<file path="src/rtl/fetch_pkg.sv">
// fetch_pkg -- shared constants, types and helpers for the fetch stage.
//
// Contents:
//   INST_W            instruction / address width (32)
//   RESET_PC_DEFAULT  default PC loaded on reset
//   NOP_INST_DEFAULT  default bubble instruction (ADD x0,x0,x0)
//   if_id_t           IF/ID pipeline register layout
//   pc_plus4()        sequential next PC, wraps modulo 2^32
//   align_target()    clears the two low bits of a redirect target
package fetch_pkg;

  localparam int unsigned INST_W = 32;

  localparam logic [INST_W-1:0] RESET_PC_DEFAULT = 32'h0000_0000;
  localparam logic [INST_W-1:0] NOP_INST_DEFAULT = 32'h0000_0033;

  typedef struct packed {
    logic [INST_W-1:0] pc;
    logic [INST_W-1:0] pc4;
    logic [INST_W-1:0] inst;
    logic              valid;
  } if_id_t;

  function automatic logic [INST_W-1:0] pc_plus4(input logic [INST_W-1:0] pc);
    return pc + 32'd4;
  endfunction

  function automatic logic [INST_W-1:0] align_target(input logic [INST_W-1:0] target);
    return {target[INST_W-1:2], 2'b00};
  endfunction

endpackage

</file>
<file path="src/rtl/fetch_stage_if.sv">
// fetch_stage_if -- groups the hazard/redirect controls, the shared memory
// read port and the IF/ID outputs of the fetch stage.
//
// Signals:
//   stall, redirect, redirect_pc  control from hazard unit / branch resolution
//   mem_rdata                     combinational read data of the shared memory
//   fetch_slot, fetch_addr        memory address mux select and fetch address
//   if_id_pc/pc4/inst/valid       IF/ID pipeline register
//   fetch_count                   only when FETCH_PERF_CNT_EN is defined
//
// Modports:
//   master  the fetch stage itself
//   slave   the surrounding pipeline / memory
interface fetch_stage_if;
  import fetch_pkg::*;

  logic              stall;
  logic              redirect;
  logic [INST_W-1:0] redirect_pc;
  logic [INST_W-1:0] mem_rdata;
  logic              fetch_slot;
  logic [INST_W-1:0] fetch_addr;
  logic [INST_W-1:0] if_id_pc;
  logic [INST_W-1:0] if_id_pc4;
  logic [INST_W-1:0] if_id_inst;
  logic              if_id_valid;
`ifdef FETCH_PERF_CNT_EN
  logic [31:0]       fetch_count;
`endif

  modport master (
`ifdef FETCH_PERF_CNT_EN
    output fetch_count,
`endif
    input  stall, redirect, redirect_pc, mem_rdata,
    output fetch_slot, fetch_addr, if_id_pc, if_id_pc4, if_id_inst, if_id_valid
  );

  modport slave (
`ifdef FETCH_PERF_CNT_EN
    input  fetch_count,
`endif
    output stall, redirect, redirect_pc, mem_rdata,
    input  fetch_slot, fetch_addr, if_id_pc, if_id_pc4, if_id_inst, if_id_valid
  );

endinterface

</file>
<file path="src/rtl/pc_register.sv">
// pc_register -- program counter with synchronous reset and load enable.
//
// Ports:
//   clk    clock, rising edge
//   rst    synchronous active-high reset, loads RESET_VAL
//   load   when high, q takes d on the next edge; otherwise q holds
//   d      next PC value
//   q      current PC value
module pc_register
  import fetch_pkg::*;
#(
  parameter logic [INST_W-1:0] RESET_VAL = RESET_PC_DEFAULT
) (
  input  logic              clk,
  input  logic              rst,
  input  logic              load,
  input  logic [INST_W-1:0] d,
  output logic [INST_W-1:0] q
);

  // NOTE: state is written with <= so every flop samples its inputs from
  // before the edge; a blocking = here would leak same-edge updates.
  always_ff @(posedge clk) begin
    if (rst)       q <= RESET_VAL;
    else if (load) q <= d;
  end

endmodule

</file>
<file path="src/rtl/fetch_stage.sv">
// fetch_stage -- instruction fetch for a core sharing one single-port memory
// between instruction fetch and data access. The stage alternates a fetch
// slot and a data slot, so one instruction is issued every two cycles.
//
// Ports:
//   clk   clock, rising edge
//   rst   synchronous active-high reset (overrides redirect and stall)
//   bus   fetch_stage_if.master: stall/redirect/redirect_pc/mem_rdata in,
//         fetch_slot/fetch_addr/IF-ID register (and fetch_count) out
//
// Optional feature: define FETCH_PERF_CNT_EN to add the 32-bit fetch_count
// output, counting every edge that loads a fetched instruction into IF/ID.
module fetch_stage
  import fetch_pkg::*;
#(
  parameter logic [INST_W-1:0] RESET_PC = RESET_PC_DEFAULT,
  parameter logic [INST_W-1:0] NOP_INST = NOP_INST_DEFAULT
) (
  input  logic           clk,
  input  logic           rst,
  fetch_stage_if.master  bus
);

  localparam logic [0:0] SLOT_DATA  = 1'b0;
  localparam logic [0:0] SLOT_FETCH = 1'b1;

  logic [0:0]        slot;
  logic [INST_W-1:0] pc;
  logic [INST_W-1:0] pc_next;
  logic              pc_load;
  logic              do_fetch;
  if_id_t            if_id;

  // A fetch completes only in the fetch slot, unstalled and not redirected.
  assign do_fetch = (slot == SLOT_FETCH) && !bus.stall && !bus.redirect;
  assign pc_load  = bus.redirect || do_fetch;

  // NOTE: the combinational block assigns pc_next on every path (default
  // first) so no latch is inferred.
  always_comb begin
    pc_next = pc_plus4(pc);
    if (bus.redirect) pc_next = align_target(bus.redirect_pc);
  end

  pc_register #(.RESET_VAL(RESET_PC)) u_pc (
    .clk  (clk),
    .rst  (rst),
    .load (pc_load),
    .d    (pc_next),
    .q    (pc)
  );

  // Slot toggles unconditionally; stall and redirect never shift the phase.
  always_ff @(posedge clk) begin
    if (rst) slot <= SLOT_FETCH;
    else     slot <= ~slot;
  end

  // On a flush the PC fields are left alone; only inst/valid become a bubble.
  always_ff @(posedge clk) begin
    if (rst) begin
      if_id <= '{pc: '0, pc4: '0, inst: NOP_INST, valid: 1'b0};
    end else if (bus.redirect) begin
      if_id.inst  <= NOP_INST;
      if_id.valid <= 1'b0;
    end else if (do_fetch) begin
      if_id <= '{pc: pc, pc4: pc_plus4(pc), inst: bus.mem_rdata, valid: 1'b1};
    end
  end

`ifdef FETCH_PERF_CNT_EN
  logic [31:0] fetch_count;

  always_ff @(posedge clk) begin
    if (rst)           fetch_count <= '0;
    else if (do_fetch) fetch_count <= fetch_count + 32'd1;
  end

  assign bus.fetch_count = fetch_count;
`endif

  assign bus.fetch_slot  = slot[0];
  assign bus.fetch_addr  = pc;
  assign bus.if_id_pc    = if_id.pc;
  assign bus.if_id_pc4   = if_id.pc4;
  assign bus.if_id_inst  = if_id.inst;
  assign bus.if_id_valid = if_id.valid;

endmodule

</file>
<file path="src/flat_wrapper.sv">
// flat-port wrapper written by rule: the top's interface ports become plain ports
module fetch_stage_flat import fetch_pkg::*;
#(
  parameter logic [INST_W-1:0] RESET_PC = RESET_PC_DEFAULT,
  parameter logic [INST_W-1:0] NOP_INST = NOP_INST_DEFAULT
)
  (clk, rst, bus_stall, bus_redirect, bus_redirect_pc, bus_mem_rdata, bus_fetch_slot, bus_fetch_addr, bus_if_id_pc, bus_if_id_pc4, bus_if_id_inst, bus_if_id_valid);
  fetch_stage_if bus_i ();
  input  logic clk;
  input  logic rst;
  input wire logic [$bits(bus_i.stall)-1:0] bus_stall;
  input wire logic [$bits(bus_i.redirect)-1:0] bus_redirect;
  input wire logic [$bits(bus_i.redirect_pc)-1:0] bus_redirect_pc;
  input wire logic [$bits(bus_i.mem_rdata)-1:0] bus_mem_rdata;
  output wire logic [$bits(bus_i.fetch_slot)-1:0] bus_fetch_slot;
  output wire logic [$bits(bus_i.fetch_addr)-1:0] bus_fetch_addr;
  output wire logic [$bits(bus_i.if_id_pc)-1:0] bus_if_id_pc;
  output wire logic [$bits(bus_i.if_id_pc4)-1:0] bus_if_id_pc4;
  output wire logic [$bits(bus_i.if_id_inst)-1:0] bus_if_id_inst;
  output wire logic [$bits(bus_i.if_id_valid)-1:0] bus_if_id_valid;
  assign bus_i.stall = bus_stall;
  assign bus_i.redirect = bus_redirect;
  assign bus_i.redirect_pc = bus_redirect_pc;
  assign bus_i.mem_rdata = bus_mem_rdata;
  assign bus_fetch_slot = bus_i.fetch_slot;
  assign bus_fetch_addr = bus_i.fetch_addr;
  assign bus_if_id_pc = bus_i.if_id_pc;
  assign bus_if_id_pc4 = bus_i.if_id_pc4;
  assign bus_if_id_inst = bus_i.if_id_inst;
  assign bus_if_id_valid = bus_i.if_id_valid;
  fetch_stage #(.RESET_PC(RESET_PC), .NOP_INST(NOP_INST)) u_core (.clk(clk), .rst(rst), .bus(bus_i));
endmodule
</file>
<file path="config.mk">
export PLATFORM = sky130hd
export DESIGN_NAME = fetch_stage_flat
export DESIGN_NICKNAME = d
export VERILOG_FILES = /design/src/rtl/fetch_pkg.sv /design/src/rtl/fetch_stage_if.sv /design/src/rtl/pc_register.sv /design/src/rtl/fetch_stage.sv /design/src/flat_wrapper.sv
export SDC_FILE = /design/constraint.sdc
export NUM_CORES = 1
export LEC_CHECK = 0
export ABC_AREA = 1
export ABC_CLOCK_PERIOD_IN_PS = 1800
export CAP_MARGIN = 40
export CORE_UTILIZATION = 48
export CTS_CLUSTER_DIAMETER = 80
export DETAILED_ROUTE_END_ITERATION = 12
export DONT_BUFFER_PORTS = 1
export PLACE_DENSITY = 0.6
export RECOVER_POWER = 50
export SLEW_MARGIN = 20
export SYNTH_ARGS = -nofsm -noshare
export SYNTH_HDL_FRONTEND = slang
export SYNTH_HIERARCHICAL = 1
export SYNTH_SLANG_ARGS = --single-unit
</file>
<file path="constraint.sdc">
create_clock -name clk -period 1.8 [get_ports clk]
set_input_delay 0.18 -clock clk [delete_from_list [all_inputs] [get_ports clk]]
set_output_delay 0.18 -clock clk [all_outputs]
set_load 0.02 [all_outputs]
</file>
* Word-level counts from Yosys, hierarchy flattened *
Index checks and enable logic that the tools add are counted.

word-level totals
  flip-flop bits (word level) = 130
  input port bits = 68
  output and inout port bits = 130

cells by class
  add/sub/neg operators = 1
  multiplexer cells = 1
  bitwise gates (word level) = 2
  reductions and logical operators = 7

operator list
  cell                                                              number
  32-bit by 3-bit adder with 32-bit output (second input constant)  1
  32-bit 2-to-1 mux                                                 1
  1-bit logical AND                                                 2
  1-bit logical NOT                                                 2
  1-bit NOT                                                         2
  2-bit AND reduction                                               1
  2-bit OR reduction                                                1
  1-bit logical OR                                                  1

* Longest topological paths before layout *
Gate-level depths: netlist of run 1.

  word-level depth = 4
  mapped depth = 14
  gate-level depth less buffers = 14

* Cells and area by module *
The synthesis of run 1 kept the hierarchy.

by module, submodules not included
  module       times used  cells an instance  area each (µm²)
  fetch_stage  1           714                4713.3
  pc_register  1           203                1338.8

* Worst setup path before layout of run 1 *
No wires, ideal clock.

  path type = reg-to-reg
  from = register u_core.u_pc.q[2]
  to = register u_core.u_pc.q[26]
  data arrival time = 1.632 ns
  required time = 1.686 ns
  path slack = 0.055 ns
  stages on the path, launching flop included = 15
  clock period less this slack = 1.745 ns
  cell sequence = dfxtp_1 -> ha_1 -> nand2_1 -> nor2_2 -> nand2_2 -> nor2_2 -> nand2_1 -> nand2_1 -> nand2_1 -> nand2_1 -> nand2_1 -> inv_1 -> nand2_1 -> nand2_1 -> nor2_1

between the ends
  longest elaborated chain between the ends = 2

RTL lines
  what                                      RTL line           text
  start: declaration                        pc_register.sv:18  output logic [INST_W-1:0] q
  start signal: assignment                  pc_register.sv:24  if (rst) q <= RESET_VAL;
  start signal: assignment                  pc_register.sv:25  else if (load) q <= d;
  32-bit by 3-bit adder with 32-bit output  fetch_pkg.sv:25    return pc + 32'd4;
  32-bit 2-to-1 mux                         fetch_stage.sv:42  if (bus.redirect) pc_next = align_target(bus.redirect_pc);
  net u_core.pc_next[26]                    fetch_stage.sv:29  logic [INST_W-1:0] pc_next;

The timed path passes the listed nets, and every way through them passes these cells.
A chain may end at the register's enable or synchronous reset.

* Worst setup path after layout of run 1 *
  from = register u_core.u_pc.q[9]
  to = register u_core.u_pc.q[23]

Same word-level chain as after synthesis.

==> reports/qor.csv, run 1 <==
metric;value;unit
cp-end-kind;flip-flop;
skew;12.2;ps
insertion_delay;420;ps
maxCapViolCount;0;
detail-route-antenna-nets;0;
cts_tree;built;
htree_levels;4;
rows;40;
grt_pass1_wl;26800;µm
synth_area_leaders;dfxtp_1 42%, nand2_1 16%, nor2_1 12%, inv_1 5.9%, o21ai_0 5.9%;
final_nets;1044;
drtIter0Drc;312;
synth_top_cell_by_area;dfxtp_1;
p_leak;3.54;nW
fmaxAchievable;0.593;GHz
crit_slowest_cell;dfxtp_1;
peakVddDrop;0.646;mV
ys_types;29;
die_w;114;µm
portBuffers;0;
tightest_slew;669;ps
n_fill_cell;1185;
worst-path-buf-inv;1;
antenna_found_initial;0;
via_per_inst;5.01;
synth_top_area_share;42.3;%
io_pins;198;
critPathMaxFanout;5;
coreArea;12200;µm²
dp_hpwl;11700;µm
finalCriticalPeriod;1690;ps
grt_max_degree;69;
start_util;49.8;%
drt-pass1-iter-count;5;
cts.sinks;128;
hold_path_class;primary input to flip-flop;
ys_ff_latch;128;
cp_common_cell;nand2_1;
area_delta_synth_final;23.3;%
grt_pass1_vias;5507;
cpPeakStageDelay;360;ps
pre_cts_ws;-8.18;ps
clockBufferDepth;2;
startpoint_type;flip-flop;
power;7.95;mW
drc;0;
drv_slew;0;
avgSynthCellArea;6.60;µm²
setup_viol;0;
mostFrequentLayoutCell;nand2_1;
cts-buffers-inserted;17;
postSynthCellCount;917;
worstPathCellList;nand2_1 > nor2_1 > nand2_1 > nor2_4 > nand2_1 > nand2_1 > nand2_1 > nand2_1 > nand2_1 > inv_1 > nand2_1 > nand2_1 > nor2_1;
setup_slack;114;ps
synth_seq_area_share;42.3;%
crit_type;flip-flop to flip-flop;
vias;5787;
r2r-start;u_core/u_pc/q[9];
clkTransAtPathRegs;60;ps
wl_per_cell;14.9;µm
cp_top_family;simple AND/OR/NAND/NOR gates;
synthesis.nets;986;
fin_crit_sh;93.7;%
hold_viol_final;0;
n_antenna_cell;0;
synthesis.area;6050;µm²
clock-root-buffer;clkbuf_16;
dpl-instance-area;6380;µm²
wl;17200;µm
p_per_area;1060;nW/µm²
die_h;114;µm
gp_congestion;0.870;
synth_warnings;6;
fin_area;7460;µm²
dieArea;13100;µm²
layout_common_cells;260 x nand2_1, 181 x nor2_1, 126 x dfxtp_1, 94 x inv_1, 70 x o21ai_0;
outcome;complete, no violations;
slew_headroom;55.4;%
drive_above_1_share;10.9;%
hold_start;bus_redirect;
crit_start;u_core/u_pc/q[9];
worstPathArrival;1980;ps
gr-total-overflow;0;
r2r_slack;110;ps
track_usage;26.6;%
crit_required;2100;ps
## state kept, by name, summed over array words and instances (netlist names)
signal and flops:
u_core/bus.if_id_pc 32, u_core/u_pc/q 32, u_core/bus.if_id_valid 1, u_core/bus.if_id_pc4 30
u_core/bus.fetch_slot 1, u_core/bus.if_id_inst 32
## cell type report
cell class	count	area, µm²	area share, %
repair buffers	84	758	10.2
clock inverters	8	151	2.03
clock buffers	24	492	6.59
well taps	168	210	2.82
flip-flops and latches	128	2560	34.4
multi-input cells	645	2920	39.1
inverters	99	372	4.98
## layer usage
layer	GRT usage [%]	wire length, µm	vias up
li1	-	-	2936
met1	31.2	7260	2646
met2	45.9	8400	182
met3	8.26	1250	23
met4	8.92	275	0
met5	0	0	-
## cell families after synthesis
| group | after synthesis | synth area share, % |
|---|---|---|
| adders and majority gates | 1 | 0.207 |
| DFF | 128 | 42.3 |
| and+or+nand+nor | 502 | 32.8 |
| xor gates and xnor gates | 10 | 1.45 |
| AOI/OAI and AO/OA | 132 | 12.1 |
| buffers and inverters | 144 | 11.1 |
## worst min-delay path: cells and delay by family
| family | cells | cell delay, ps |
|---|---|---|
| AND/OR/NAND/NOR | 3 | 160 |
| buffers and inverters | 1 | 70 |
## per-stage QoR
stage               setup TNS [ps]  hold slack [ps]  instances  utilization [%]
finish                           0             44.2       1156             61.4
global route                 -11.8             44.8       1156             61.4
global placement                 0              251       1089             52.5
floorplan                        0              249        917                -
detailed placement           -10.4              252       1089             52.5
CTS                          -18.0             17.9       1156             60.8
## path summary, 6_finish.rpt
path                             endpoint  depth (start not counted)
setup reg to reg        u_core/u_pc/q[23]                         13
setup / recovery        u_core/u_pc/q[23]                         13
hold / removal    u_core/bus.if_id_pc[20]                          4
hold reg to reg   u_core/bus.if_id_pc4[2]                          2
## where the power goes
group / leakage [nW] / internal [mW] / switching [mW] / total [mW]
combinational: 2.19 / 0.368 / 0.596 / 0.964
clock: 0.303 / 2.47 / 1.24 / 3.70
sequential: 1.05 / 3.01 / 0.268 / 3.28
## what timing repair did
action | 4_1_cts | 5_1_grt
setup endpoints to repair | 6 | 28
pin swaps | 1 | 3
resized for setup | 5 | 25
buffers inserted | 1 | 0
hold endpoints to repair | 39 | 0
hold buffers | 34 | 0
## Yosys cell counts
| cell type | count |
|---|---|
| and2_1 | 1 |
| buf_12 | 1 |
| or2_0 | 1 |
| buf_2 | 18 |
| nand2_2 | 1 |
| nor2_2 | 5 |
| a31oi_1 | 5 |
| buf_4 | 5 |
| buf_1 | 2 |
| dlygate4sd1_1 | 1 |
| xor2_1 | 5 |
| ha_1 | 1 |
| o21bai_1 | 4 |
| o21ai_0 | 71 |
| buf_6 | 9 |
| inv_1 | 95 |
| nand3b_1 | 1 |
| nor2_1 | 191 |
| inv_2 | 3 |
| a21oi_1 | 26 |
| clkbuf_1 | 9 |
| o21ai_1 | 3 |
| nand3_1 | 35 |
| nand2_1 | 265 |
| clkinv_1 | 1 |
| dfxtp_1 | 128 |
| o21a_1 | 23 |
| xnor2_1 | 5 |
| nor2_8 | 2 |
Note: power is estimated with default switching activity, not from simulation.
==> inputs of run 2 (changes only) <==
- ABC_CLOCK_PERIOD_IN_PS: 1800 -> 2130
- CAP_MARGIN: 40 -> 20
- RECOVER_POWER: 50 -> not set
- clock period: 1.8 -> 2.13 ns (I/O delays scaled with it)
==> run 2 against run 1 <==
Die area unchanged. Clock power down 22%. First-iteration DRC count fell by 4.8%. Sequential share of layout area rose by 1.1 points. Global-route usage fell by 0.11 points. Via count is 0.41% lower. Setup slack improved by 64 ps. Cell count is 0.95% lower. Critical path type unchanged. Highest routed layer unchanged.
==> reports/qor.csv, run 2 (synthesis gave the netlist of run 1 again) <==
metric;value;unit;change
tightest_slew;507;ps;was 669 ps
power.switching;1.74;mW;was 2.10 mW
gp_congestion;0.870;;about the same
cts.sinks;128;;unchanged
wl;16900;µm;was 17,200 µm
crit_start;u_core/u_pc/q[2];;was u_core/u_pc/q[9]
post-cts-setup-buffer-count;0;;was 1
n_antenna_cell;0;;unchanged
swShare;27.0;%;was 26.4%
p_per_area;892;nW/µm²;was 1060 nW/µm²
track_usage;26.4;%;was 26.6%
rsz0062_at_grt;false;;
antenna_found_initial;0;;unchanged
skew;6.24;ps;was 12.2 ps
worstRegToRegCells;14;;was 13
r2r-start;u_core/u_pc/q[2];;was u_core/u_pc/q[9]
r2r_slack;180;ps;was 110 ps
cp_top_family;simple AND/OR/NAND/NOR gates;;unchanged
insertion_delay;410;ps;was 420 ps
via_per_inst;5.03;;was 5.01
crit_required;2440;ps;was 2100 ps
multi_input_area;2830;µm²;was 2920 µm²
finalCriticalPeriod;1950;ps;was 1690 ps
coreArea;12200;µm²;unchanged
grt_pass1_vias;5444;;was 5,507
fin_tns_setup;0;ps;unchanged
die_h;114;µm;unchanged
dp.cells;1080;;was 1,089
peakVddDrop;0.454;mV;was 0.646 mV
slew_headroom;66.1;%;was 55.4%
detail-route-antenna-nets;0;;unchanged
dp_hpwl;11600;µm;was 11,700 µm
drive_above_1_share;8.29;%;was 10.9%
grt_pass1_wl;26700;µm;was 26,800 µm
worstPathCellList;ha_1 > nand2_1 > nor2_2 > nand2_2 > nor2_2 > nand2_1 > nand2_1 > nand2_1 > nand2_1 > nand2_1 > inv_1 > nand2_1 > nand2_1 > nor2_1;;was nand2_1 > nor2_1 > nand2_1 > nor2_4 > nand2_1 > nand2_1 > nand2_1 > nand2_1 > nand2_1 > inv_1 > nand2_1 > nand2_1 > nor2_1
io_pins;198;;unchanged
clock_power_share;44.8;%;was 46.6%
setup_viol;0;;unchanged
fin_cells;1145;;was 1,156
portBuffers;0;;unchanged
start_util;49.8;%;unchanged
grt_max_degree;83;;was 69
cts_tree;built;;unchanged
p_leak;3.45;nW;was 3.54 nW
htree_levels;4;;unchanged
mostFrequentLayoutCell;nand2_1;;unchanged
timing.rr.end;u_core/u_pc/q[26];;was u_core/u_pc/q[23]
final_nets;1033;;was 1,044
drv_slew;0;;unchanged
worst-path-buf-inv;1;;unchanged
drt-pass1-iter-count;5;;unchanged
ff_latch_area;2560;µm²;about the same
clockBufferDepth;2;;unchanged
area_delta_synth_final;19.4;%;was 23.3%
maxCapViolCount;0;;unchanged
hold_viol_final;0;;unchanged
gr-total-overflow;0;;unchanged
startpoint_type;flip-flop;;unchanged
cp_common_cell;nand2_1;;unchanged
worstSetupPathDepth;14;;was 13
dieArea;13100;µm²;unchanged
p_seq_share;43.2;%;was 41.3%
rows;40;;unchanged
outcome;complete, no violations;;unchanged
p_comb_share;12.0;%;was 12.1%
fin_crit_sh;91.7;%;was 93.7%
crit_type;flip-flop to flip-flop;;unchanged
cp-end-kind;flip-flop;;unchanged
crit_slowest_cell;dfxtp_1;;unchanged
worstPathArrival;2260;ps;was 1980 ps
n_fill_cell;1197;;was 1,185
drtIter0Drc;297;;was 312
fmaxAchievable;0.512;GHz;was 0.593 GHz
cts-buffers-inserted;17;;unchanged
critPathMaxFanout;5;;unchanged
hold_path_class;primary input to flip-flop;;unchanged
die_w;114;µm;unchanged
layout_common_cells;264 x nand2_1, 191 x nor2_1, 128 x dfxtp_1, 95 x inv_1, 71 x o21ai_0;;was 260 x nand2_1, 181 x nor2_1, 126 x dfxtp_1, 94 x inv_1, 70 x o21ai_0
wl_per_cell;14.8;µm;was 14.9 µm
clkTransAtPathRegs;60;ps;about the same
holdWs;37.5;ps;was 44.2 ps
cpPeakStageDelay;330;ps;was 360 ps
vias;5763;;was 5,787
clock-root-buffer;clkbuf_16;;unchanged
p_int;4.70;mW;was 5.85 mW
crit_end;u_core/u_pc/q[26];;was u_core/u_pc/q[23]
drc;0;;unchanged
## run 2: cell type report
class	count	share of cell area [%]
multi-input cells	645	39.1
clock inverters	11	1.92
flip-flops and latches	128	35.5
repair buffers	73	9.24
well taps	168	2.91
inverters	99	5.14
clock buffers	21	6.23
## run 2: tightest hold or removal path, cell delays in order
cell and delay (ps):
nor2_8 50, nor2_1 80, nor2_1 50
## run 2: worst min-delay path by stage
stage                    from                        to  slack, ps  cells after the start
finish              bus_stall    u_core/bus.if_id_valid         40                      3
global route        bus_stall  u_core/bus.if_id_inst[5]         50                      3
CTS                 bus_stall    u_core/bus.if_id_valid         20                      3
detailed placement        rst   u_core/bus.if_id_pc4[3]        280                      1
global placement          rst   u_core/bus.if_id_pc4[2]        280                      1
floorplan                 rst   u_core/bus.if_id_pc4[2]        280                      1
## run 2: power groups by stage
stage | clock (mW) | combinational (mW) | sequential, mW
6_report | 2.89 | 0.773 | 2.78
3_5_place_dp | 0 | 0.715 | 2.84
4_1_cts | 2.93 | 0.770 | 2.79
3_3_place_gp | 0 | 0.699 | 2.83
2_1_floorplan | 0 | 0.472 | 2.88
5_1_grt | 3.05 | 0.873 | 2.80
## run 2: per-stage QoR
step | utilization, % | setup slack [ps] | instance area, µm² | total power [mW]
6_report | 59.4 | 178 | 7230 | 6.45
5_1_grt | 59.4 | 7.47 | 7230 | 6.73
4_1_cts | 59.4 | 215 | 7220 | 6.49
3_5_place_dp | 51.8 | 231 | 6300 | 3.55
3_3_place_gp | 51.8 | 293 | 6300 | 3.53
2_1_floorplan | - | 385 | 6050 | 3.35
## run 2: metal layers
layer | part of all wire [%] | GRT usage, % | vias to the layer above
li1 | - | - | 2917
met1 | 42 | 31.2 | 2652
met2 | 50 | 46.1 | 173
met3 | 6.5 | 6.14 | 21
met4 | 2.0 | 11.1 | 0
met5 | 0 | 0 | -
## run 2: repair_timing
action | in CTS | in global routing
endpoints found under the hold margin | 37 | 0
setup endpoints to repair | 0 | 1
gates resized for setup | 0 | 1
hold buffers | 33 | 0
